$ cat src/rtl/edge_update_queue.sv
// rtl/edge_update_queue.sv - Avalon-fed FWFT queue of Bellman-Ford edge updates
// Entries are {src, dst, weight}; src/dst come from a staging register written separately.
module edge_update_queue #(
   parameter int PRED_W   = 4,
   parameter int WEIGHT_W = 32,
   parameter int DEPTH    = 16
) (
   input  logic                clk,
   input  logic                reset,
   input  logic                chipselect,
   input  logic                write,
   input  logic                read,
   input  logic [2:0]          address,
   input  logic [WEIGHT_W-1:0] writedata,
   output logic [31:0]         readdata,
   output logic                upd_valid,
   input  logic                upd_ready,
   output logic [PRED_W-1:0]   upd_src,
   output logic [PRED_W-1:0]   upd_dst,
   output logic [WEIGHT_W-1:0] upd_w
);

   localparam int AW = $clog2(DEPTH);
   localparam int CW = AW + 1;
   localparam int EW = 2 * PRED_W + WEIGHT_W;

   logic [EW-1:0]     mem [DEPTH];
   logic [AW-1:0]     rd_ptr;
   logic [AW-1:0]     wr_ptr;
   logic [CW-1:0]     count;
   logic              overflow;
   logic [7:0]        drop_cnt;
   logic [PRED_W-1:0] stg_src;
   logic [PRED_W-1:0] stg_dst;

   logic       bus_wr;
   logic       bus_rd;
   logic       push_req;
   logic       flush;
   logic       pop;
   logic       full;
   logic       do_push;
   logic [7:0] cnt8;

   assign bus_wr   = chipselect && write;
   assign bus_rd   = chipselect && read;
   assign push_req = bus_wr && (address == 3'd1);
   assign flush    = bus_wr && (address == 3'd2);
   assign upd_valid = (count != '0);
   assign pop      = upd_valid && upd_ready && !flush;
   assign full     = (count == CW'(DEPTH));
   // A push into a full queue still lands when the head leaves in the same cycle.
   assign do_push  = push_req && (!full || pop);
   assign cnt8     = 8'(count);

   assign {upd_src, upd_dst, upd_w} = mem[rd_ptr];

   always_ff @(posedge clk) begin
      if (!reset && do_push)
         mem[wr_ptr] <= {stg_src, stg_dst, writedata};
   end

   always_ff @(posedge clk) begin
      if (reset) begin
         rd_ptr   <= '0;
         wr_ptr   <= '0;
         count    <= '0;
         overflow <= 1'b0;
         drop_cnt <= 8'd0;
         stg_src  <= '0;
         stg_dst  <= '0;
      end else begin
         if (bus_wr && (address == 3'd0)) begin
            stg_src <= writedata[2*PRED_W-1:PRED_W];
            stg_dst <= writedata[PRED_W-1:0];
         end
         if (flush) begin
            rd_ptr   <= '0;
            wr_ptr   <= '0;
            count    <= '0;
            overflow <= 1'b0;
            drop_cnt <= 8'd0;
         end else begin
            if (pop)
               rd_ptr <= rd_ptr + AW'(1);
            if (do_push)
               wr_ptr <= wr_ptr + AW'(1);
            case ({do_push, pop})
               2'b10:   count <= count + CW'(1);
               2'b01:   count <= count - CW'(1);
               default: count <= count;
            endcase
            if (push_req && !do_push) begin
               overflow <= 1'b1;
               if (drop_cnt != 8'hFF)
                  drop_cnt <= drop_cnt + 8'd1;
            end
         end
      end
   end

   always_ff @(posedge clk) begin
      if (reset) begin
         readdata <= 32'd0;
      end else if (bus_rd) begin
         case (address)
            3'd3:    readdata <= {15'd0, overflow, drop_cnt, cnt8};
            3'd4:    readdata <= 32'({stg_src, stg_dst});
            default: readdata <= 32'd0;
         endcase
      end
   end

endmodule

$ cat config.mk
export PLATFORM = sky130hd
export DESIGN_NAME = edge_update_queue
export DESIGN_NICKNAME = d
export VERILOG_FILES = /design/src/rtl/edge_update_queue.sv
export SDC_FILE = /design/constraint.sdc
export NUM_CORES = 1
export LEC_CHECK = 0
export ABC_AREA = 1
export CAP_MARGIN = 5
export CORE_UTILIZATION = 30
export CTS_CLUSTER_DIAMETER = 80
export DETAILED_ROUTE_END_ITERATION = 12
export PLACE_DENSITY_LB_ADDON = 0.1
export SLEW_MARGIN = 20
export SYNTH_ARGS = -nofsm -noshare
export SYNTH_HDL_FRONTEND = slang
export SYNTH_SLANG_ARGS = --single-unit
$ cat constraint.sdc
create_clock -name clk -period 4.7 [get_ports clk]
set_input_delay 0.705 -clock clk [delete_from_list [all_inputs] [get_ports clk]]
set_output_delay 0.705 -clock clk [all_outputs]
set_load 0.01 [all_outputs]
==> impl_metrics.env, run 1 <==
export IMPL_netSwitchingPower_uw=4550
export IMPL_hp_class="reg2reg"
export IMPL_grt_ovfl_total=0
export IMPL_dieWidth_um=303
export IMPL_clockPowerShare=0.388
export IMPL_setup_ws_ps=523
export IMPL_cts_resized_gates=0
export IMPL_dp_final_hpwl_um=38100
export IMPL_hold_buffers=0
export IMPL_drtIter0Drc=1176
export IMPL_htree_levels=3
export IMPL_synth_top_family_by_area="compound AO/OA/AOI/OAI gates"
export IMPL_crit_chain="buf_12 > o21ai_0 > o221ai_1 > nand3_1 > nand2_1 > clkdlybuf4s50_1"
export IMPL_synthCells=2039
export IMPL_cp_slowest_cell="dfxtp_4"
export IMPL_grt_max_degree=167
export IMPL_clock_path_buffers=3
export IMPL_final_nets=2174
export IMPL_pwr_share_seq=0.429
export IMPL_cellPowerDensity_mw_per_mm2=499
export IMPL_cts_setup_buffers=0
export IMPL_outcome="finished clean"
export IMPL_finalSetupViolCount=0
export IMPL_cts_clk_slew_worst_paths_ps=60
export IMPL_rsz0062_at_grt="no"
export IMPL_dr_pass1_iters=5
export IMPL_maxSlewViolCount=0
export IMPL_crit_fanout=166
export IMPL_synth_compound_area_frac=0.130
export IMPL_area_growth_pct=18.5
export IMPL_slew_limit_headroom=0.397
export IMPL_dieArea_sq_mm=0.0915
export IMPL_max_stage_delay_ps=760
export IMPL_syn_area_sq_mm=0.0271
export IMPL_synthMuxAreaShare=0
export IMPL_grt_pass1_wl_um=115000
export IMPL_cts_tree="done"
export IMPL_p_sw_frac=0.284
export IMPL_routedWlPerCell_um=23.2
export IMPL_cts_buffers=81
export IMPL_core_sq_mm=0.0889
export IMPL_finalSetupTns_ps=0
export IMPL_worst_pin_slew_ps=905
export IMPL_root_buffer="clkbuf_16"
export IMPL_fillers=8522
export IMPL_route_detailed_drc=0
export IMPL_yosysSeqAreaShare=0.747
export IMPL_drive_gt1_frac=0.0850
export IMPL_fin_skew_ps=15.4
export IMPL_critPathKind="reg2out"
export IMPL_place_congestion=0.750
export IMPL_crit_required_ps=3990
export IMPL_rows=109
export IMPL_clkLatencyLatePin_ps=620
export IMPL_io_buffers=98
export IMPL_syn_avg_cell_area_sq_um=13.3
export IMPL_crit_family="buffers and inverters"
export IMPL_synthSimpleGateAreaFrac=0.0802
export IMPL_finalCritPeriodShare=0.889
export IMPL_cts_sinks=691
export IMPL_leakage_uw=0.0102
export IMPL_ant_nets=0
export IMPL_synth_xor_area_frac=0.00323
export IMPL_cp_start_kind="flip-flop"
export IMPL_die_h_um=303
export IMPL_grt_pass1_vias=16848
export IMPL_final_hold_viol_count=0
export IMPL_vias_per_cell=5.02
export IMPL_synth_adder_area_share=0.00489
export IMPL_power_frac_comb=0.183
export IMPL_ios=114
export IMPL_cp_num_buf_inv=2
export IMPL_endpoint_kind="output pin"
export IMPL_fmax_ghz=0.239
export IMPL_min_period_ps=4180
export IMPL_track_usage=0.171
export IMPL_initial_utilization=0.305
export IMPL_synth_seq_cells=691
export IMPL_yosysWarnings=0
export IMPL_drv_cap=0
export IMPL_antenna_found_initial=2
export IMPL_yosys_cell_types_count=34
export IMPL_cp_data_arrival_time_ps=3470
export IMPL_place_ws_ps=1010
export IMPL_vias=16843
export IMPL_internal_power_uw=11500
export IMPL_ir_drop_mv=0.388
export IMPL_finalWirelength_um=77900
==> cells by family after synthesis <==
logic type               after synthesis
AO/OA/AOI/OAI                        580
flip-flops                           691
XOR/XNOR                              10
adder cells (fa/ha/maj)               10
buffers and inverters                197
AND/OR/NAND/NOR                      550
other                                  1
==> final timing paths <==
| path | from | to | slack, ps | depth (start not counted) |
|---|---|---|---|---|
| setup / recovery | flip-flop | upd_src[2] | 520 | 6 |
| hold / removal | overflow$_SDFFE_PP0P_ | overflow$_SDFFE_PP0P_ | 460 | 1 |
| setup reg to reg | count[1]$_SDFFE_PP0P_ | mem[15][23]$_DFFE_PP_ | 1980 | 7 |
| hold reg to reg | overflow$_SDFFE_PP0P_ | overflow$_SDFFE_PP0P_ | 460 | 1 |
==> per-stage QoR <==
stage | cells | instance area (sq um) | total power, uW | utilization | hold slack (ps)
floorplan | 2053 | 27200 | 8820 | - | 438
finish | 3356 | 32100 | 16000 | 0.361 | 460
global route | 3354 | 32100 | 16800 | 0.361 | 510
CTS | 3353 | 32100 | 16200 | 0.361 | 466
detailed placement | 3205 | 29500 | 9980 | 0.332 | 453
global placement | 3205 | 29500 | 9960 | 0.332 | 457
==> placed cells by master (no fill, tap or decap), types with 3 or more instances in the layout <==
cell type	count
a21oi_1	36
buf_12	16
buf_4	27
bufinv_16	8
clkbuf_1	21
clkbuf_16	83
clkdlybuf4s50_1	98
clkinv_1	16
clkinv_2	10
clkinv_8	3
conb_1	15
dfxtp_1	47
dfxtp_4	3
diode_2	3
edfxtp_1	640
ha_1	9
inv_1	38
inv_2	3
inv_6	4
nand2_1	102
nand3_1	67
nor2_1	356
nor2_4	15
o211ai_1	29
o21ai_0	334
o21ai_1	14
o221ai_1	135
o22ai_1	29
xnor2_1	3
xor2_1	7
==> state kept, by name, indices dropped and copies added, names as in the netlist, 4 cells and up, named ones only <==
signal and flops:
wr_ptr 4, stg_dst 4, stg_src 4, mem 640
count 5, drop_cnt 8, readdata 17, rd_ptr 4
==> final cells by class <==
class	count	area, sq um	area share
clock buffer	105	2170	0.0675
clock inverter	43	453	0.0141
sequential	691	20300	0.631
tap	1165	1460	0.0454
inverter	43	171	0.00534
antenna	3	7.51	0.000234
timing repair buffer	141	1500	0.0468
multi-input combinational	1165	6100	0.190
==> layer usage <==
metal / vias to the layer above / track usage / wire, um
met5: - / 0 / 13
met4: 2 / 0.0436 / 1730
met3: 107 / 0.0255 / 2960
met2: 332 / 0.271 / 35800
met1: 8578 / 0.244 / 37400
li1: 7824 / - / -
==> cell usage after synthesis <==
library cell	count	area, sq um
and3_1	1	6.26
nand2_2	1	6.26
buf_4	31	233
conb_1	1	3.75
clkbuf_2	16	80.1
nand2_1	102	383
buf_1	4	15.0
inv_1	39	146
o21ai_1	14	70.1
a31o_2	1	8.76
clkbuf_1	70	263
nor2_1	371	1390
a21oi_1	36	180
ha_1	9	113
xor2_1	7	61.3
nand4_1	1	6.26
buf_2	31	155
o22ai_1	29	181
xnor2_1	3	26.3
nand3_2	1	10.0
nor3_1	3	15.0
o221ai_1	135	1180
o211ai_1	29	218
a21oi_4	1	16.3
nor2_2	2	12.5
inv_2	4	15.0
o21a_1	1	7.51
nand3_1	67	335
o21ai_0	334	1670
edfxtp_1	640	19200
buf_6	2	22.5
dfxtp_1	51	1020
or2_2	1	6.26
fa_1	1	20.0
==> power by group through the flow <==
stage	clock network [uW]	logic (uW)	registers [uW]
after floorplan	0	1910	6910
after detailed placement	0	2980	7000
final	6210	2940	6860
after global routing	6570	3300	6880
after global placement	0	2970	6990
after CTS	6380	3000	6870
No activity file was read; power rests on OpenSTA's default activity.
==> inputs of run 2 (changes only) <==
Settings changed: RECOVER_POWER set to 50.
==> impl_metrics.env, run 2 (synthesis results as in run 1) <==
export IMPL_outcome="finished clean"
export IMPL_root_buffer="clkbuf_16"
export IMPL_setup_ws_ps=515
export IMPL_antenna_found_initial=3
export IMPL_ir_drop_mv=0.389
export IMPL_routedWlPerCell_um=23.2
export IMPL_min_period_ps=4190
export IMPL_hold_buffers=0
export IMPL_p_sw_frac=0.284
export IMPL_finalWirelength_um=77800
export IMPL_cts_setup_buffers=0
export IMPL_grt_ovfl_total=0
export IMPL_clock_path_buffers=3
export IMPL_power_uw=16000
export IMPL_regMostFlops="mem"
export IMPL_leakage_uw=0.0102
export IMPL_hp_class="reg2reg"
export IMPL_fillers=8523
export IMPL_ios=114
export IMPL_grt_pass1_wl_um=115000
export IMPL_finalCritPeriodShare=0.891
export IMPL_worst_pin_slew_ps=907
export IMPL_track_usage=0.171
export IMPL_drtIter0Drc=1167
export IMPL_io_buffers=98
export IMPL_clkLatencyLatePin_ps=620
export IMPL_route_detailed_drc=0
export IMPL_vias=16862
export IMPL_r2r_start="count[1]$_SDFFE_PP0P_"
export IMPL_endpoint_kind="output pin"
export IMPL_maxSlewViolCount=0
export IMPL_crit_required_ps=3990
export IMPL_critPathKind="reg2out"
export IMPL_internal_power_uw=11500
export IMPL_multi_input_area_sq_mm=0.00610
export IMPL_rsz0062_at_grt="no"
export IMPL_min_path_cells=1
export IMPL_place_ws_ps=1010
export IMPL_netSwitchingPower_uw=4540
export IMPL_finalSetupViolCount=0
export IMPL_largest_reg_flops=640
export IMPL_grt_max_degree=167
export IMPL_max_stage_delay_ps=760
export IMPL_top_regs="mem x640, readdata x17, drop_cnt x8"
export IMPL_fin_skew_ps=14.4
export IMPL_final_nets=2174
export IMPL_crit_fanout=166
export IMPL_dr_pass1_iters=5
export IMPL_drv_cap=0
export IMPL_register_area_sq_mm=0.0203
export IMPL_ant_nets=0
export IMPL_die_h_um=303
export IMPL_cts_clk_slew_worst_paths_ps=50
export IMPL_htree_levels=3
export IMPL_final_cell_mix="640 x edfxtp_1, 357 x nor2_1, 334 x o21ai_0, 135 x o221ai_1, 103 x nand2_1"
export IMPL_rows=109
export IMPL_finalInstanceArea_sq_mm=0.0321
export IMPL_initial_utilization=0.305
export IMPL_dieArea_sq_mm=0.0915
export IMPL_holdPathEnd="overflow$_SDFFE_PP0P_"
export IMPL_place_congestion=0.750
export IMPL_cts_tree="done"
export IMPL_core_sq_mm=0.0889
export IMPL_cellPowerDensity_mw_per_mm2=498
export IMPL_vias_per_cell=5.02
export IMPL_cp_start_kind="flip-flop"
export IMPL_cp_slowest_cell="dfxtp_4"
export IMPL_crit_chain="buf_12 > o21ai_0 > o221ai_1 > nand3_1 > nand2_1 > clkdlybuf4s50_1"
export IMPL_placed_cell_area_sq_mm=0.0295
export IMPL_dieWidth_um=303
export IMPL_slew_limit_headroom=0.395
export IMPL_fmax_ghz=0.239
export IMPL_cp_data_arrival_time_ps=3480
export IMPL_area_growth_pct=18.5
export IMPL_clockPowerShare=0.388
export IMPL_pwr_share_seq=0.429
export IMPL_cts_sinks=691
export IMPL_grt_pass1_vias=16848
export IMPL_hp_start="overflow$_SDFFE_PP0P_"
export IMPL_cts_buffers=81
export IMPL_drive_gt1_frac=0.0841
export IMPL_power_frac_comb=0.183
export IMPL_reg2regPathDepth=7
export IMPL_dp_final_hpwl_um=38100
export IMPL_finalSetupTns_ps=0
export IMPL_r2r_end="mem[15][23]$_DFFE_PP_"
export IMPL_cts_resized_gates=0
export IMPL_final_common_cell="edfxtp_1"
export IMPL_final_hold_viol_count=0
export IMPL_rrSetupSlack_ps=1970
## run 2: worst max-delay path, delay by kind of cell, from the launching register on
family | cells | cell delay [ps]
and+or+nand+nor | 2 | 350
AOI/OAI and AO/OA | 2 | 460
buffers and inverters | 2 | 1110
DFF | 1 | 760
## run 2: worst max path at each step
stage	endpoint	slack, ps
detailed placement	mem[15][12]$_DFFE_PP_	1010
finish	upd_src[2]	510
global route	upd_w[10]	250
CTS	upd_w[10]	470
global placement	mem[15][21]$_DFFE_PP_	1090
floorplan	mem[3][0]$_DFFE_PP_	60
## run 2: power by group through the flow
stage	logic [uW]	registers (uW)	clock network, uW
floorplan	1910	6910	0
global route	3290	6880	6570
detailed placement	2980	7000	0
finish	2930	6860	6200
CTS	3000	6870	6380
global placement	2970	6990	0
## run 2: cell type report
type / instances / area share
Sequential cell: 691 / 0.631
Multi-Input combinational cell: 1165 / 0.190
Clock buffer: 105 / 0.0676
Timing Repair Buffer: 141 / 0.0468
Tap cell: 1165 / 0.0454
Clock inverter: 43 / 0.0141
Inverter: 43 / 0.00534
Antenna cell: 3 / 0.000234
## run 2: routing by layer
metal	GRT usage	wire length, um	part of all wire
met1	0.244	37500	0.48
met2	0.271	35800	0.46
met3	0.0255	2780	0.036
met4	0.0436	1730	0.022
met5	0	13	0.00017
## run 2: stage by stage
stage | utilization | std cells | hold WS [ps]
3_3_place_gp | 0.332 | 3205 | 457
5_1_grt | 0.361 | 3354 | 510
3_5_place_dp | 0.332 | 3205 | 453
2_1_floorplan | - | 2053 | 438
6_report | 0.361 | 3356 | 460
4_1_cts | 0.361 | 3353 | 466
